`src/rtl/ex_muldiv_unit_pkg.sv`:
```
// Shared definitions for the EX-stage iterative multiply/divide unit:
// function-field codes, FSM state encoding and datapath operation select.
package ex_muldiv_unit_pkg;

    localparam logic [5:0] FN_MFHI  = 6'h10;
    localparam logic [5:0] FN_MFLO  = 6'h12;
    localparam logic [5:0] FN_MULTU = 6'h19;
    localparam logic [5:0] FN_DIVU  = 6'h1B;

    typedef enum logic [1:0] {
        ST_IDLE = 2'd0,
        ST_MUL  = 2'd1,
        ST_DIV  = 2'd2
    } md_state_t;

    typedef enum logic {
        OP_MUL = 1'b0,
        OP_DIV = 1'b1
    } md_op_t;

endpackage

```
`src/rtl/ex_muldiv_unit_step.sv`:
```
// One iteration of the multiply/divide datapath, purely combinational.
// MUL: shift-add over {acc, low}, where low holds the shrinking multiplier
//      and fills up with product bits from the top.
// DIV: restoring step; acc is the partial remainder, low shifts the dividend
//      out of its top and quotient bits in at its bottom.
module md_step_datapath
    import ex_muldiv_unit_pkg::*;
#(
    parameter int WIDTH = 32
)
(
    input  md_op_t           op,
    input  logic [WIDTH:0]   acc,
    input  logic [WIDTH-1:0] low,
    input  logic [WIDTH-1:0] operand,
    output logic [WIDTH:0]   acc_next,
    output logic [WIDTH-1:0] low_next
);

    logic [WIDTH:0] sum;
    logic [WIDTH:0] shifted;
    logic [WIDTH:0] diff;

    // Select between a shift-add and a trial-subtract step for this cycle
    always_comb begin
        sum      = acc + {1'b0, operand};
        shifted  = {acc[WIDTH-1:0], low[WIDTH-1]};
        diff     = shifted - {1'b0, operand};
        acc_next = '0;
        low_next = '0;
        if (op == OP_MUL) begin
            if (low[0]) begin
                acc_next = {1'b0, sum[WIDTH:1]};
                low_next = {sum[0], low[WIDTH-1:1]};
            end else begin
                acc_next = {1'b0, acc[WIDTH:1]};
                low_next = {acc[0], low[WIDTH-1:1]};
            end
        end else begin
            if (diff[WIDTH]) begin
                acc_next = shifted;
                low_next = {low[WIDTH-2:0], 1'b0};
            end else begin
                acc_next = diff;
                low_next = {low[WIDTH-2:0], 1'b1};
            end
        end
    end

endmodule

```
`src/rtl/ex_muldiv_unit.sv`:
```
// EX-stage iterative unsigned MULTU/DIVU unit with HI/LO registers and
// MFHI/MFLO read port. Holds the front end while a dependent op waits.
module ex_muldiv_unit
    import ex_muldiv_unit_pkg::*;
#(
    parameter int WIDTH = 32
)
(
    input  logic             clk,
    input  logic             reset,
    input  logic             ex_valid,
    input  logic [5:0]       funct,
    input  logic [WIDTH-1:0] rs_val,
    input  logic [WIDTH-1:0] rt_val,
    output logic             stall,
    output logic             busy,
    output logic [WIDTH-1:0] hi,
    output logic [WIDTH-1:0] lo,
    output logic             mf_valid,
    output logic [WIDTH-1:0] mf_result
);

    localparam int            CW   = $clog2(WIDTH);
    localparam logic [CW-1:0] LAST = CW'(WIDTH - 1);

    md_state_t        state;
    logic [CW-1:0]    cnt;
    logic [WIDTH:0]   acc;
    logic [WIDTH-1:0] low;
    logic [WIDTH-1:0] operand;
    logic [WIDTH:0]   acc_next;
    logic [WIDTH-1:0] low_next;
    md_op_t           op;

    logic is_mfhi;
    logic is_mflo;
    logic is_multu;
    logic is_divu;
    logic is_md;
    logic is_mf;

    assign is_mfhi  = ex_valid & (funct == FN_MFHI);
    assign is_mflo  = ex_valid & (funct == FN_MFLO);
    assign is_multu = ex_valid & (funct == FN_MULTU);
    assign is_divu  = ex_valid & (funct == FN_DIVU);
    assign is_md    = is_multu | is_divu;
    assign is_mf    = is_mfhi | is_mflo;

    assign op        = (state == ST_DIV) ? OP_DIV : OP_MUL;
    assign busy      = (state != ST_IDLE);
    assign stall     = busy & (is_md | is_mf);
    assign mf_valid  = is_mf & ~stall;
    assign mf_result = mf_valid ? (is_mfhi ? hi : lo) : '0;

    md_step_datapath #(
        .WIDTH    (WIDTH)
    ) u_step (
        .op       (op),
        .acc      (acc),
        .low      (low),
        .operand  (operand),
        .acc_next (acc_next),
        .low_next (low_next)
    );

    // FSM: accept an op in IDLE, iterate WIDTH steps, then publish HI/LO
    always_ff @(posedge clk) begin
        if (!reset) begin
            state   <= ST_IDLE;
            cnt     <= '0;
            acc     <= '0;
            low     <= '0;
            operand <= '0;
            hi      <= '0;
            lo      <= '0;
        end else begin
            case (state)
                ST_IDLE: begin
                    if (is_multu) begin
                        acc     <= '0;
                        low     <= rt_val;
                        operand <= rs_val;
                        cnt     <= '0;
                        state   <= ST_MUL;
                    end else if (is_divu) begin
                        if (rt_val != '0) begin
                            acc     <= '0;
                            low     <= rs_val;
                            operand <= rt_val;
                            cnt     <= '0;
                            state   <= ST_DIV;
                        end else begin
                            hi <= rs_val;
                            lo <= '1;
                        end
                    end
                end
                ST_MUL, ST_DIV: begin
                    acc <= acc_next;
                    low <= low_next;
                    cnt <= cnt + CW'(1);
                    if (cnt == LAST) begin
                        hi    <= acc_next[WIDTH-1:0];
                        lo    <= low_next;
                        state <= ST_IDLE;
                    end
                end
                default: begin
                    state <= ST_IDLE;
                end
            endcase
        end
    end

endmodule

```
`config.mk`:
```
export PLATFORM = sky130hd
export DESIGN_NAME = ex_muldiv_unit
export DESIGN_NICKNAME = d
export VERILOG_FILES = /design/src/rtl/ex_muldiv_unit_pkg.sv /design/src/rtl/ex_muldiv_unit_step.sv /design/src/rtl/ex_muldiv_unit.sv
export SDC_FILE = /design/constraint.sdc
export NUM_CORES = 1
export LEC_CHECK = 0
export BUFFER_PORTS_ARGS = -buffer_cell sky130_fd_sc_hd__buf_2
export CORE_MARGIN = 1.5
export CORE_UTILIZATION = 40
export CTS_CLUSTER_SIZE = 40
export DETAILED_ROUTE_END_ITERATION = 7
export PLACE_DENSITY = 0.6
export REMOVE_ABC_BUFFERS = 1
export SLEW_MARGIN = 20
export SYNTH_ARGS = -nofsm -noshare
export SYNTH_HDL_FRONTEND = slang
export SYNTH_HIERARCHICAL = 1
export SYNTH_SLANG_ARGS = --single-unit
```
`constraint.sdc`:
```
create_clock -name clk -period 11.3 [get_ports clk]
set_clock_uncertainty 0.1 [all_clocks]
set_input_delay 0.565 -clock clk [delete_from_list [all_inputs] [get_ports clk]]
set_output_delay 0.565 -clock clk [all_outputs]
set_load 0.03 [all_outputs]
```
**Word level (Yosys, flattened, before mapping)**

Cells that the tools add are included.

- Output and inout bits: 99
- Word-level logic and storage cells: 83
- Bits of input ports: 73
- Register bits: 168

- Add/subtract/negate cells: 3
- Equal/unequal tests: 13
- Multiplexer cells: 39
- Reductions and logical operators: 11
- Bitwise operators: 10

Operators by type and width:

| kind | count |
|---|---|
| $mux 32 | 19 |
| $pmux 32 s2 | 3 |
| $mux 33 | 5 |
| $pmux 33 s2 | 1 |
| $add 33x32->33 | 1 |
| $sub 33x32->33 | 1 |
| $reduce_bool 32->1 | 1 |
| $eq 6x5->1 const B | 4 |
| $mux 5 | 3 |
| $pmux 5 s2 | 1 |
| $reduce_and 3->1 | 3 |
| $mux 2 | 4 |
| $ne 2x2->1 const B | 4 |
| $reduce_bool 2->1 | 4 |
| $and 1x1->1 | 6 |
| $ne 3x3->1 const B | 2 |
| $add 5x1->5 const B | 1 |
| $eq 5x5->1 const B | 1 |
| $reduce_and 5->1 | 1 |
| $pmux 2 s2 | 1 |
| $or 1x1->1 | 3 |
| $eq 2x1->1 const B | 1 |
| $eq 2x2->1 const B | 1 |
| $logic_not 2->1 | 1 |
| other kinds (3) | 4 |

**Depth between registers and ports, before layout**

- Word-level depth: 8
- Depth in mapped cells: 20

**Cells and area by module**

The synthesis kept the hierarchy.

Modules (own cells, without submodules):

| module | cells an instance | area each (µm²) | times used |
|---|---|---|---|
| ex_muldiv_unit | 959 | 8454.4 | 1 |
| md_step_datapath | 671 | 4732.0 | 1 |

**Worst setup path before layout**

Ideal clock, no wire load.

- Path kind: reg2reg
- Start point: register operand[3]
- End point: register hi[1]
- Arrival: 4.147 ns
- Clock period less this slack: 4.333 ns
- Library setup time: 0.086 ns
- Cell stages (with the launch flop): 20
- Setup slack: 6.967 ns
- Buffers on the path: 2
- Cells stage by stage: dfxtp_1 inv_1 ha_1 o211ai_1 a21oi_1 o31a_1 a211o_1 o211ai_1 o21ai_1 a211oi_2 o21bai_1 a21o_1 ha_1 clkbuf_1 clkbuf_1 mux2i_1 nand2_1 o21ai_0 mux2i_1 a211oi_1

- Word-level cells in the longest chain between the ends: 5

RTL lines:

| item | RTL line | text |
|---|---|---|
| from (decl) | ex_muldiv_unit.sv:30 | `logic [WIDTH-1:0] operand;` |
| from (signal assigned) | ex_muldiv_unit.sv:82 | `operand <= rs_val;` |
| from (signal assigned) | ex_muldiv_unit.sv:89 | `operand <= rt_val;` |
| $sub 33x32->33 | ex_muldiv_unit_step.sv:28 | `diff = shifted - {1'b0, operand};` |
| $mux 33 | ex_muldiv_unit_step.sv:40 | `if (diff[WIDTH]) begin` |
| $mux 33 | ex_muldiv_unit_step.sv:31 | `if (op == OP_MUL) begin` |
| via acc_next[1] | ex_muldiv_unit.sv:31 | `logic [WIDTH:0] acc_next;` |
| $mux 32 | ex_muldiv_unit.sv:102 | `if (cnt == LAST) begin` |
| $pmux 32 s2 | ex_muldiv_unit.sv:77 | `case (state)` |
| to (signal assigned) | ex_muldiv_unit.sv:93 | `hi <= rs_val;` |
| to (signal assigned) | ex_muldiv_unit.sv:103 | `hi <= acc_next[WIDTH-1:0];` |
| to (decl) | ex_muldiv_unit.sv:17 | `output logic [WIDTH-1:0] hi,` |

The timed path passes the listed nets, and every way through them passes these cells. The select of a mux whose other input is x is not followed.
A chain may end at the register's enable or synchronous reset.

**Final worst setup path**

- Start point: register operand[3]
- End point: register hi[17]

- Word-level cells in the longest chain between the ends: 5
- Elaborated cells on any way between the ends: 7
- Classes of those cells: add/sub: 2; mux: 5

RTL lines:

| item | RTL line |
|---|---|
| $add 33x32->33 or $sub 33x32->33 (tied branches) | ex_muldiv_unit_step.sv:26, ex_muldiv_unit_step.sv:28 |
| $mux 32 or $mux 33 (tied branches) | ex_muldiv_unit_step.sv:32, ex_muldiv_unit_step.sv:40 |
| $mux 33 * | ex_muldiv_unit_step.sv:31 |
| via acc_next[17] | ex_muldiv_unit.sv:31 |
| $mux 32 * | ex_muldiv_unit.sv:102 |
| $pmux 32 s2 * | ex_muldiv_unit.sv:77 |

Mark *: on every way through the listed nets, which the timed path passes. The rest lies on a longest branch. The select of a mux whose other input is x is not followed.

==> impl_results.md <==
- Comb pwr share: between 10% and 20%
- Num ports: between 150 and 200
- Gr usage total: a little over a quarter
- Hold Vio Cnt, Final: 0
- DRT Wirelength: around 45 mm
- Sw Share: 26.7%
- Clock Power Share: roughly 45%
- CP top delay family: compound AO/OA/AOI/OAI gates
- Area leader, netlist: dfxtp_1
- Grt ovf: 0
- Power Internal: 0.00106 W
- FF-to-FF End: hi[17]$_SDFFE_PN0P_
- Total power per unit cell area: between 90 and 100 nW/µm²
- Tightest Hold Check Type: in -> reg
- Peak VDD IR: 0.0918 mV
- FF-to-FF setup slack: between 6000 and 7000 ps
- Fin crit period: about 5000 ps
- Min-Delay Path Depth: 3
- Routed length per placed instance: about 21 µm
- Dpl cell area: around 14000 µm²
- Register bit count reported by yosys: 168
- Worst-path clk slew: 70 ps
- Cell Area, Synth: 13200 µm²
- Seq/Total Area, Yosys: approximately a quarter
- ANT nets after route: 0
- Fill cells: approximately 3.3k
- Yosys warns: 6
- TNS Setup: 0 ps
- Share of cells above drive strength 1: a little over 20%
- GP Congestion: 0.930
- Post-synth ARST share: 0%
- Nets: between 1.5k and 2k
- Initial antenna violation count: 4
- DIE WIDTH: 185 µm
- Required time of the critical path: about 12000 ps
- Clock Path Buffers: 2
- Core area: 32500 µm²
- Via count of the first global-routing pass: roughly 12k
- H-Tree Depth: 4
- Die area: roughly 34000 µm²
- Top cell by count, worst path: o211ai_1
- CP Data Arrival Time: between 5000 and 6000 ps
- CTS root buf: clkbuf_16
- Crit Path Class: reg -> reg
- Max-slew violations: 0
- Netlist cell types: 81
- Synth area leaders: dfxtp_1 (26%), ha_1 (6.6%), mux2i_1 (6.4%)
- 1st-pass router iterations: 5
- Final period utilization: between 40% and 50%
- First-pass GRT wire length: between 60 and 70 mm
- Final setup fails: 0
- CP Launch Type: register
- DR iter-0 viols: between 1k and 1.5k
- Psw: around 0.00039 W
- Post-route DRC violation count: 0
- Worst Path Buf+Inv: 1
- Total CTS buffers: 17
- Layout Cell Area excl Fill: between 10000 and 15000 µm²
- Critical-path maximum fanout: slightly above 50
- Rows: 66
- CP Cell Sequence: inv_1, ha_1, o211ai_1, a21oi_1, o31a_1, a211o_1, o211ai_1, o21ai_1, a211oi_2, o21bai_1, a21o_1, ha_4, nand2b_1, o22ai_1, nor3_1, o311a_1, mux2i_1, a211oi_1
- Vias per cell: 6.11
- Cell count along the critical path: 18
- Die Y: between 150 and 200 µm
- Max_slew headroom: between 30% and 40%
- Worst Hold Launch: rs_val[28]
- Pin count of the biggest net entering global routing: 80
- R2r startpoint: operand[3]$_SDFFE_PN0P_
- Actual slew at the worst max-slew pin: between 1000 and 1500 ps
- Max Cap Viol: 0
- Synth-to-layout area growth: 12.7%
- Clk Latency, worst-skew pair: 440 ps
- Vias: around 13k
- Synthesized area per cell: about 8.1 µm²
- Resize count post-CTS: 0
- Buffers on Ports: approximately 170
- Status: finished, final reports clean
- Post-synth top area share: between 20 and 30%
- Total chip power: about 0.0014 W
- Cts hold-fix bufs: 0
- Initial Util: ~40%
- Most used DFF post-synth: dfxtp_1
- Clock sinks: 168
- Critical Path End Type: register
- Max Freq: roughly 200 MHz
- Hold endpoint: operand[28]$_SDFFE_PN0P_
- RSZ-0062 raised after global routing: false
- CTS tree: built
- FF-to-FF path depth: 18
- Slowest cell delay on critical path: 690 ps
- Final Util: between 40 and 50%
- Post-synth EDFFs: 0
- Post-synthesis cell count: around 1.6k
- Postcts setup bufs: 0
- Post-DP HPWL: between 30 and 40 mm
- Crit-path slowest cell: ha_4
- Sequential Power Share: approximately two fifths
- Worst hold slack: approximately 310 ps
- Pleak: ~6.0 nW
-- synth_stat cells, types with 5 or more instances --
library cell,n
dfxtp_1,168
nand2_1,138
clkbuf_1,106
nor2_1,106
o21ai_0,93
mux2i_1,84
nand4_1,76
a21oi_1,74
ha_1,70
mux2_2,65
a211oi_1,57
nand3_1,53
inv_1,50
nand2b_1,45
nor3_1,45
a21o_1,43
o211ai_1,38
a311oi_1,35
a2bb2oi_2,32
xnor2_1,27
nor2b_1,21
xor2_1,21
buf_2,18
and3_1,14
a31oi_1,12
o21ai_1,12
and2_1,9
a211o_1,6
a22oi_1,6
o21a_1,6
buf_1,5
buf_4,5
nor4_1,5
o22ai_1,5
-- power groups by stage --
stage | Sequential [W] | Clock (W) | Combinational, W
after global placement | 0.000613 | 0 | 0.000188
after detailed placement | 0.000613 | 0 | 0.000189
after CTS | 0.000599 | 0.000658 | 0.000190
final | 0.000600 | 0.000653 | 0.000196
after floorplan | 0.000612 | 0 | 0.000117
after global routing | 0.000600 | 0.000681 | 0.000210
-- how the worst max path moves through the flow --
| stage | end | startpoint | slack [ps] |
|---|---|---|---|
| 2_1_floorplan | hi[0]$_SDFFE_PN0P_ | state[0]$_SDFFE_PN0P_ | 5130 |
| 3_3_place_gp | hi[17]$_SDFFE_PN0P_ | low[31]$_SDFFE_PN0P_ | 6220 |
| 3_5_place_dp | hi[17]$_SDFFE_PN0P_ | operand[3]$_SDFFE_PN0P_ | 6060 |
| 4_1_cts | hi[17]$_SDFFE_PN0P_ | operand[3]$_SDFFE_PN0P_ | 6050 |
| 5_1_grt | hi[17]$_SDFFE_PN0P_ | operand[3]$_SDFFE_PN0P_ | 6090 |
| 6_report | hi[17]$_SDFFE_PN0P_ | operand[3]$_SDFFE_PN0P_ | 6340 |
-- layout make-up --
class | count | area, µm² | area share [%]
multi-input combinational | 1272 | 9080 | 61.1
sequential | 168 | 3360 | 22.6
timing repair buffer | 191 | 1020 | 6.84
tap | 442 | 553 | 3.72
clock buffer | 23 | 478 | 3.22
inverter | 52 | 195 | 1.31
clock inverter | 9 | 161 | 1.09
antenna | 4 | 10.0 | 0.0674
-- metrics by stage --
step / cells / worst slack (ps)
global route: 2161 / 6090
finish: 2161 / 6340
floorplan: 1492 / 5130
detailed placement: 2124 / 6060
CTS: 2156 / 6050
global placement: 2124 / 6220
-- tightest hold or removal path, delay by kind of cell --
family                 cells  cell delay, ps
AO/OA/AOI/OAI              1              70
buffers and inverters      1             110
AND/OR/NAND/NOR            1              50
-- per-layer routing --
| metal | vias to the layer above | track usage [%] | part of all wire, % |
|---|---|---|---|
| met5 | - | 0 | 0 |
| met4 | 0 | 8.30 | 2.1 |
| met3 | 58 | 5.67 | 7.6 |
| met2 | 516 | 40.2 | 44 |
| met1 | 6430 | 36.8 | 46 |
| li1 | 6193 | - | - |
-- flip-flops by register name, summed over array words and instances (netlist names) --
register and cells:
acc 33, hi 32, lo 32, low 32
operand 32, cnt 5, state 2
-- cell families (layout without fill, tap and decap cells) --
kind of cell | count (synthesis) | count (layout) | share of synthesized area (%)
compound gates | 467 | 467 | 26.2
xor+xnor | 48 | 48 | 3.19
fa+ha+maj | 72 | 72 | 6.95
buf+inv | 190 | 275 | 5.95
flops | 168 | 168 | 25.5
mux | 150 | 150 | 12.0
other cells | 0 | 4 | 0
simple gates | 535 | 535 | 20.2
-- cell usage in the layout (no fill, tap or decap), types with 5 or more instances in the layout --
cell / synthesis / layout
and2_1: 9 / 9
a21o_1: 43 / 43
dfxtp_1: 168 / 168
nand2b_1: 45 / 45
clkbuf_16: 0 / 17
o21ai_1: 12 / 12
mux2i_1: 84 / 84
nand2_1: 138 / 138
nand3_1: 53 / 53
buf_4: 5 / 20
xor2_1: 21 / 21
a21oi_1: 74 / 74
nor4_1: 5 / 5
a311oi_1: 35 / 35
nor3_1: 45 / 45
a211oi_1: 57 / 57
ha_1: 70 / 67
nand4_1: 76 / 76
a31oi_1: 12 / 12
a211o_1: 6 / 6
mux2_2: 65 / 65
and3_1: 14 / 14
xnor2_1: 27 / 27
a22oi_1: 6 / 6
nor2b_1: 21 / 21
o21a_1: 6 / 6
o22ai_1: 5 / 5
o21ai_0: 93 / 93
a2bb2oi_2: 32 / 32
nor2_1: 106 / 105
buf_2: 18 / 170
o211ai_1: 38 / 38
inv_1: 50 / 49
Note: power is estimated with default switching activity, not from simulation.
